## config.mk

```make
export PLATFORM = sky130hd
export DESIGN_NAME = uart_fifo_bridge
export DESIGN_NICKNAME = d
export VERILOG_FILES = /design/src/rtl/uart_pkg.sv /design/src/rtl/uart_fifo_bridge_sync_fifo.sv /design/src/rtl/uart_fifo_bridge.sv
export SDC_FILE = /design/constraint.sdc
export NUM_CORES = 1
export LEC_CHECK = 0
export CAP_MARGIN = 25
export CORE_UTILIZATION = 60
export DETAILED_ROUTE_END_ITERATION = 10
export PLACE_DENSITY_LB_ADDON = 0.05
export REMOVE_ABC_BUFFERS = 1
export SETUP_SLACK_MARGIN = 0.4
export SLEW_MARGIN = 20
export SYNTH_ARGS = -nofsm -noshare
export SYNTH_HDL_FRONTEND = slang
export SYNTH_HIERARCHICAL = 1
export SYNTH_SLANG_ARGS = --single-unit
```

## constraint.sdc

```tcl
create_clock -name clk -period 3.41 [get_ports clk]
set_input_delay 0.8525 -clock clk [delete_from_list [all_inputs] [get_ports clk]]
set_output_delay 0.8525 -clock clk [all_outputs]
set_load 0.02 [all_outputs]
```

## src/rtl/uart_pkg.sv

```systemverilog
// Shared register map, bit positions and TX state encoding for the UART FIFO bridge.
package uart_pkg;

  localparam logic [1:0] REG_DATA   = 2'd0;
  localparam logic [1:0] REG_STATUS = 2'd1;
  localparam logic [1:0] REG_CTRL   = 2'd2;
  localparam logic [1:0] REG_LEVEL  = 2'd3;

  localparam int unsigned ST_RX_NE    = 0;
  localparam int unsigned ST_TX_NF    = 1;
  localparam int unsigned ST_PERR     = 2;
  localparam int unsigned ST_FERR     = 3;
  localparam int unsigned ST_OVF      = 4;
  localparam int unsigned ST_RX_DROP  = 5;
  localparam int unsigned ST_TX_IDLE  = 6;
  localparam int unsigned ST_RX_FULL  = 7;
  localparam int unsigned ST_TX_DROP  = 8;

  localparam int unsigned CT_RX_IE    = 0;
  localparam int unsigned CT_TX_IE    = 1;
  localparam int unsigned CT_ERR_IE   = 2;
  localparam int unsigned CT_TX_FLUSH = 3;
  localparam int unsigned CT_RX_FLUSH = 4;

  typedef enum logic [1:0] {IDLE, LOAD, WAIT} tx_state_t;

endpackage

```

## src/rtl/uart_fifo_bridge_sync_fifo.sv

```systemverilog
// First-word fall-through synchronous FIFO with flush; a push into a full FIFO
// is accepted only when a pop happens in the same cycle.
module sync_fifo #(
  parameter int unsigned WIDTH = 8,
  parameter int unsigned DEPTH = 16
) (
  input  logic                     clk,
  input  logic                     rst_out,
  input  logic                     push,
  input  logic                     pop,
  input  logic                     flush,
  input  logic [WIDTH-1:0]         din,
  output logic [WIDTH-1:0]         dout,
  output logic [$clog2(DEPTH):0]   count,
  output logic                     full,
  output logic                     empty
);

  localparam int unsigned AW = $clog2(DEPTH);
  localparam int unsigned CW = AW + 1;

  logic [WIDTH-1:0] mem [DEPTH];
  logic [AW-1:0]    wr_ptr;
  logic [AW-1:0]    rd_ptr;
  logic             do_push;
  logic             do_pop;

  assign empty   = (count == '0);
  assign full    = (count == CW'(DEPTH));
  assign do_pop  = pop & ~empty;
  assign do_push = push & (~full | do_pop);
  assign dout    = mem[rd_ptr];

  always_ff @(posedge clk or posedge rst_out) begin
    if (rst_out) begin
      wr_ptr <= '0;
      rd_ptr <= '0;
      count  <= '0;
    end else if (flush) begin
      wr_ptr <= '0;
      rd_ptr <= '0;
      count  <= '0;
    end else begin
      if (do_push) wr_ptr <= wr_ptr + AW'(1);
      if (do_pop)  rd_ptr <= rd_ptr + AW'(1);
      case ({do_push, do_pop})
        2'b10:   count <= count + CW'(1);
        2'b01:   count <= count - CW'(1);
        default: count <= count;
      endcase
    end
  end

  always_ff @(posedge clk) begin
    if (do_push) mem[wr_ptr] <= din;
  end

endmodule

```

## src/rtl/uart_fifo_bridge.sv

```systemverilog
// Port-mapped TX/RX FIFO bridge between the TramelBlaze I/O bus and the UART
// engines, with maskable multi-source interrupt and sticky drop status.
module uart_fifo_bridge #(
  parameter int unsigned DATA_W    = 8,
  parameter int unsigned DEPTH     = 16,
  parameter logic [15:0] BASE_ADDR = 16'h0000
) (
  input  logic              clk,
  input  logic              rst_out,
  input  logic [15:0]       port_id,
  input  logic [15:0]       out_port,
  input  logic              write_strobe,
  input  logic              read_strobe,
  input  logic              interrupt_ack,
  output logic [15:0]       in_port,
  output logic              interrupt,
  output logic              tx_load,
  output logic [DATA_W-1:0] tx_data,
  input  logic              tx_rdy,
  input  logic              rx_rdy,
  input  logic [DATA_W-1:0] rx_data,
  input  logic              rx_perr,
  input  logic              rx_ferr,
  input  logic              rx_ovf,
  output logic              rx_clear
);
  import uart_pkg::*;

  localparam int unsigned CW = $clog2(DEPTH) + 1;

  logic [15:0] offset;
  logic        hit, sel_data, sel_status, sel_ctrl;
  logic        wr_data, wr_ctrl, rd_data, rd_status;
  logic        rx_ie, tx_ie, err_ie;
  logic [7:0]  rx_thresh;
  logic [8:0]  thr_eff;
  logic        tx_flush, rx_flush;
  logic        unused_ctrl_bits;

  assign offset     = port_id - BASE_ADDR;
  assign hit        = (offset[15:2] == '0);
  assign sel_data   = hit && (offset[1:0] == REG_DATA);
  assign sel_status = hit && (offset[1:0] == REG_STATUS);
  assign sel_ctrl   = hit && (offset[1:0] == REG_CTRL);
  assign wr_data    = write_strobe & sel_data;
  assign wr_ctrl    = write_strobe & sel_ctrl;
  assign rd_data    = read_strobe & sel_data;
  assign rd_status  = read_strobe & sel_status;
  assign tx_flush   = wr_ctrl & out_port[CT_TX_FLUSH];
  assign rx_flush   = wr_ctrl & out_port[CT_RX_FLUSH];
  assign unused_ctrl_bits = ^out_port[7:5];

  // TX path
  logic [DATA_W-1:0] tx_head;
  logic [CW-1:0]     tx_count;
  logic              tx_full, tx_empty, tx_pop, tx_idle, tx_drop_evt, tx_drop;
  tx_state_t         state, state_nx;
  logic              seen_low, seen_low_nx;

  sync_fifo #(.WIDTH(DATA_W), .DEPTH(DEPTH)) u_tx_fifo (
    .clk(clk), .rst_out(rst_out), .push(wr_data), .pop(tx_pop), .flush(tx_flush),
    .din(out_port[DATA_W-1:0]), .dout(tx_head), .count(tx_count),
    .full(tx_full), .empty(tx_empty)
  );

  always_ff @(posedge clk or posedge rst_out) begin
    if (rst_out) begin
      state    <= IDLE;
      seen_low <= 1'b0;
    end else begin
      state    <= state_nx;
      seen_low <= seen_low_nx;
    end
  end

  // WAIT needs a full busy cycle (tx_rdy low, then high) before the next load
  always_comb begin
    state_nx    = state;
    seen_low_nx = seen_low;
    tx_load     = 1'b0;
    tx_pop      = 1'b0;
    case (state)
      IDLE: if (!tx_empty && tx_rdy) state_nx = LOAD;
      LOAD: begin
        tx_load     = 1'b1;
        tx_pop      = 1'b1;
        seen_low_nx = 1'b0;
        state_nx    = WAIT;
      end
      WAIT: begin
        if (!tx_rdy)       seen_low_nx = 1'b1;
        else if (seen_low) state_nx    = IDLE;
      end
      default: state_nx = IDLE;
    endcase
  end

  assign tx_data     = tx_load ? tx_head : '0;
  assign tx_idle     = tx_empty && (state == IDLE);
  assign tx_drop_evt = wr_data & tx_full & ~tx_pop;

  // RX path
  logic [DATA_W+2:0] rx_head;
  logic [CW-1:0]     rx_count;
  logic              rx_full, rx_empty, rx_pop, rx_rdy_q, rx_edge, rx_drop_evt, rx_drop;

  assign rx_edge     = rx_rdy & ~rx_rdy_q;
  assign rx_pop      = rd_data & ~rx_empty;
  assign rx_drop_evt = rx_edge & rx_full & ~rx_pop;

  sync_fifo #(.WIDTH(DATA_W + 3), .DEPTH(DEPTH)) u_rx_fifo (
    .clk(clk), .rst_out(rst_out), .push(rx_edge), .pop(rd_data), .flush(rx_flush),
    .din({rx_ovf, rx_ferr, rx_perr, rx_data}), .dout(rx_head), .count(rx_count),
    .full(rx_full), .empty(rx_empty)
  );

  // Control, sticky status and interrupt
  logic any_src, src_q, src_qq;

  always_ff @(posedge clk or posedge rst_out) begin
    if (rst_out) begin
      rx_rdy_q  <= 1'b0;
      rx_clear  <= 1'b0;
      rx_drop   <= 1'b0;
      tx_drop   <= 1'b0;
      rx_ie     <= 1'b0;
      tx_ie     <= 1'b0;
      err_ie    <= 1'b0;
      rx_thresh <= '0;
      src_q     <= 1'b0;
      src_qq    <= 1'b0;
      interrupt <= 1'b0;
    end else begin
      rx_rdy_q  <= rx_rdy;
      rx_clear  <= rx_edge;
      rx_drop   <= rx_drop_evt | (rx_drop & ~rd_status);
      tx_drop   <= tx_drop_evt | (tx_drop & ~rd_status);
      if (wr_ctrl) begin
        rx_ie     <= out_port[CT_RX_IE];
        tx_ie     <= out_port[CT_TX_IE];
        err_ie    <= out_port[CT_ERR_IE];
        rx_thresh <= out_port[15:8];
      end
      src_q     <= any_src;
      src_qq    <= src_q;
      interrupt <= (src_q & ~src_qq) | (interrupt & ~interrupt_ack);
    end
  end

  always_comb begin
    thr_eff = {1'b0, rx_thresh};
    if (rx_thresh == '0)             thr_eff = 9'd1;
    else if (thr_eff > 9'(DEPTH))    thr_eff = 9'(DEPTH);
  end

  assign any_src = (rx_ie & (9'(rx_count) >= thr_eff))
                 | (tx_ie & tx_idle)
                 | (err_ie & (rx_drop | tx_drop));

  logic [15:0] status;
  always_comb begin
    status             = '0;
    status[ST_RX_NE]   = ~rx_empty;
    status[ST_TX_NF]   = ~tx_full;
    status[ST_PERR]    = ~rx_empty & rx_head[DATA_W];
    status[ST_FERR]    = ~rx_empty & rx_head[DATA_W+1];
    status[ST_OVF]     = ~rx_empty & rx_head[DATA_W+2];
    status[ST_RX_DROP] = rx_drop;
    status[ST_TX_IDLE] = tx_idle;
    status[ST_RX_FULL] = rx_full;
    status[ST_TX_DROP] = tx_drop;
  end

  always_comb begin
    in_port = '0;
    if (hit) begin
      case (offset[1:0])
        REG_DATA:   if (!rx_empty) in_port = 16'(rx_head[DATA_W-1:0]);
        REG_STATUS: in_port = status;
        REG_CTRL:   in_port = {rx_thresh, 5'b0, err_ie, tx_ie, rx_ie};
        default:    in_port = {8'(tx_count), 8'(rx_count)};
      endcase
    end
  end

endmodule

```

==> flow_summary.toml <==
[run_status]
outcome = "complete, but fails checks"
violations = "negative setup slack"

[clock_tree]
tritoncts = "yes"
insertion_delay_ns = 0.51
cts.sinks = 351
ctsLongestPathBuffers = 3
cts_buffers = 36
path_clk_slew_ns = 0.06
cts_max_level = 2
cts_root_buf = "clkbuf_16"

[floorplan]
die_h_um = 159
io_pins = 77
dieArea_um2 = 25400
start_util_pct = 61.1
die_w_um = 159
core_area_um2 = 24300
rows = 57

[drt]
drc = 0
drtAntennaViolNets = 0
drtIter0Drc = 776
drt_wl_total_mm = 35.8
vias = 8771
wl_per_cell_um = 25.2
first_pass_iters = 5
drt-vias-per-instance = 6.18

[placement]
dpl_cell_area_um2 = 17100
place_inst = 1303
place_congestion = 0.881
hpwl_mm = 21.7
port_buffers = 76

[sta]
rsz0062_at_grt = "true"
timing.final.crit_share_pct = 107
hold_viol = 0
skew_ns = 0.0131
tightest_slew_ns = 0.921
finalWorstSetupSlack_ns = -0.242
period_needed_ns = 3.65
maxSlewHeadroom_pct = 38.4
slew_viol_final = 0
hold_ws_ns = 0.388
timing.fmax_mhz = 274
finalSetupViolCount = 8

[cells_and_area]
n_antenna_cell = 0
layout.nets = 1143
syn_to_final_growth_pct = 30.1
final_design_area_no_fill_um2 = 19300
num-fill-cells = 1275
fin_cells = 1420
drive_gt1_share_pct = 40.1
fin_util_pct = 79.5
ff_latch_area_um2 = 10300
multiInputGateArea_um2 = 4770

[synth]
synthCells = 843
synth_commonest_cells = "edfxtp_1, mux4_2, dfrtp_1, nor2_1, a22oi_1"
ys_types = 55
synth_top_area_cell = "edfxtp_1"
synth_top_area_share_pct = 61.4
postSynth.asyncResetShare_pct = 13.4
ys.flop_type = "edfxtp_1"
synthTopCellsByArea = "edfxtp_1, mux4_2, dfrtp_1"
syn_area_um2 = 14900
synth.most_common_cell = "edfxtp_1"
yosysSeqAreaShare_pct = 69.3
ys_warn_count = 6
ys_seq_elements = 351
synth_edf_count = 304
avgSynthCellArea_um2 = 17.6

[critical_path]
endpoint_kind = "output port"
cp_num_buf_inv = 3
crit_family = "multiplexers"
critPathLaunchType = "flop"
crit_fanout = 6
crit_top_cell = "mux4_2"
slowest_stage = "mux4_2"
path_class = "reg2out"
worstPathArrival_ns = 2.80
crit_chain = "buf_12 -> buf_16 -> mux4_2 -> a22oi_2 -> nand2_1 -> mux4_2 -> nor2b_4 -> buf_6"
timing.critical_path.required_ns = 2.56
max_stage_delay_ns = 0.51

[worst_hold_path]
hp-class = "reg2reg"

[global_route]
track_usage_pct = 28.3
grt_max_degree = 36
grt_pass1_wl_mm = 53.3
antenna_found_initial = 0
grt-ovfl-total = 0
grt_pass1_vias = 9063

[power_and_ir_drop]
p_leak_nw = 6.90
vdd_drop_max_mv = 0.476
p_per_area_nw_per_um2 = 614

[job]
maxCapViolations = 0
==> per-layer routing <==
layer / track usage (%) / wire length (um) / vias to the layer above / share of wire (%)
met1: 35.3 / 13400 / 4519 / 37
met5: 0 / 0 / - / 0
met3: 4.19 / 2040 / 85 / 5.7
li1: - / - / 3822 / -
met2: 50.7 / 19200 / 345 / 54
met4: 9.66 / 1210 / 0 / 3.4
==> state kept, by name, indices dropped and copies added (netlist names), 2 cells and up <==
signal	flops
state	2
u_rx_fifo/wr_ptr	4
u_tx_fifo/rd_ptr	4
u_rx_fifo/mem	176
u_rx_fifo/rd_ptr	4
u_tx_fifo/mem	128
rx_thresh	8
u_tx_fifo/count	5
u_tx_fifo/wr_ptr	4
u_rx_fifo/count	5
==> power by group <==
| part | leakage (nW) | internal [mW] | switching (mW) |
|---|---|---|---|
| Clock | 0.531 | 2.10 | 1.54 |
| Sequential | 3.34 | 4.91 | 0.245 |
| Combinational | 3.03 | 1.59 | 1.47 |
==> placed cells by master, fill, tap and decap left out, types with 7 or more instances in the layout <==
master and instances:
ha_1 19, a22oi_2 39, and4_1 8, mux4_2 77, xor2_1 12, nor2_1 39, nand2_1 22, mux2i_1 8
and2_1 13, buf_2 8, and2_4 10, clkdlybuf4s50_1 36, clkinv_2 7, buf_12 44, mux2_4 10, dfrtp_1 44
and3_1 24, nand2_2 9, edfxtp_1 304, clkbuf_1 8, a21oi_1 8, inv_1 20, buf_4 86, clkinv_1 7
buf_6 44, clkbuf_16 39, o211ai_1 11
==> timing repair <==
item	4_1_cts	5_1_grt
buffers inserted	32	15
pin swaps	38	45
hold buffers	0	0
resized for setup	273	63
gates cloned	3	3
setup endpoints to repair	239	195
==> logic make-up after synthesis <==
group	count (synthesis)	synth area share [%]
fa+ha+maj	23	2.04
mux	103	13.8
compound gates	98	5.04
simple gates	187	6.81
flops	351	69.3
buf+inv	65	1.99
xor+xnor	16	0.943
==> worst paths after layout <==
check	start	endpoint	slack, ns	depth (start not counted)
setup / recovery	u_rx_fifo/rd_ptr[0]	in_port[2]	-0.24	8
hold / removal	src_q	src_qq	0.39	0
setup reg to reg	u_rx_fifo/count[3]	u_rx_fifo/count[4]	0.55	10
hold reg to reg	src_q	src_qq	0.39	0
max in group asynchronous	rst_out	state[0]	1.92	2
min in group asynchronous	rst_out	u_rx_fifo/count[1]	0.82	2
==> worst reg2reg max path, delay by kind of cell, from the launching register on <==
family / cells / cell delay, ns
buffers and inverters: 2 / 0.26
DFF: 1 / 0.38
and+or+nand+nor: 4 / 1.03
adders and majority gates: 1 / 0.36
AOI/OAI and AO/OA: 3 / 0.75
==> area by class of cell <==
cell class / count / area share [%]
clock buffer: 44 / 4.82
clock inverter: 20 / 0.835
inverter: 22 / 0.460
multi-input combinational: 427 / 24.7
sequential: 351 / 53.3
tap: 324 / 2.10
timing repair buffer: 232 / 13.8
==> metrics by stage <==
step | TNS, ns | power, mW | setup slack, ns
2_1_floorplan | -5.82 | 6.59 | -0.835
4_1_cts | -0.906 | 11.6 | -0.239
5_1_grt | -1.60 | 12.3 | -0.292
3_5_place_dp | -58.11 | 7.62 | -0.643
6_report | -0.981 | 11.9 | -0.242
3_3_place_gp | -25.99 | 7.50 | -0.452
(Power assumes the default switching activity.)
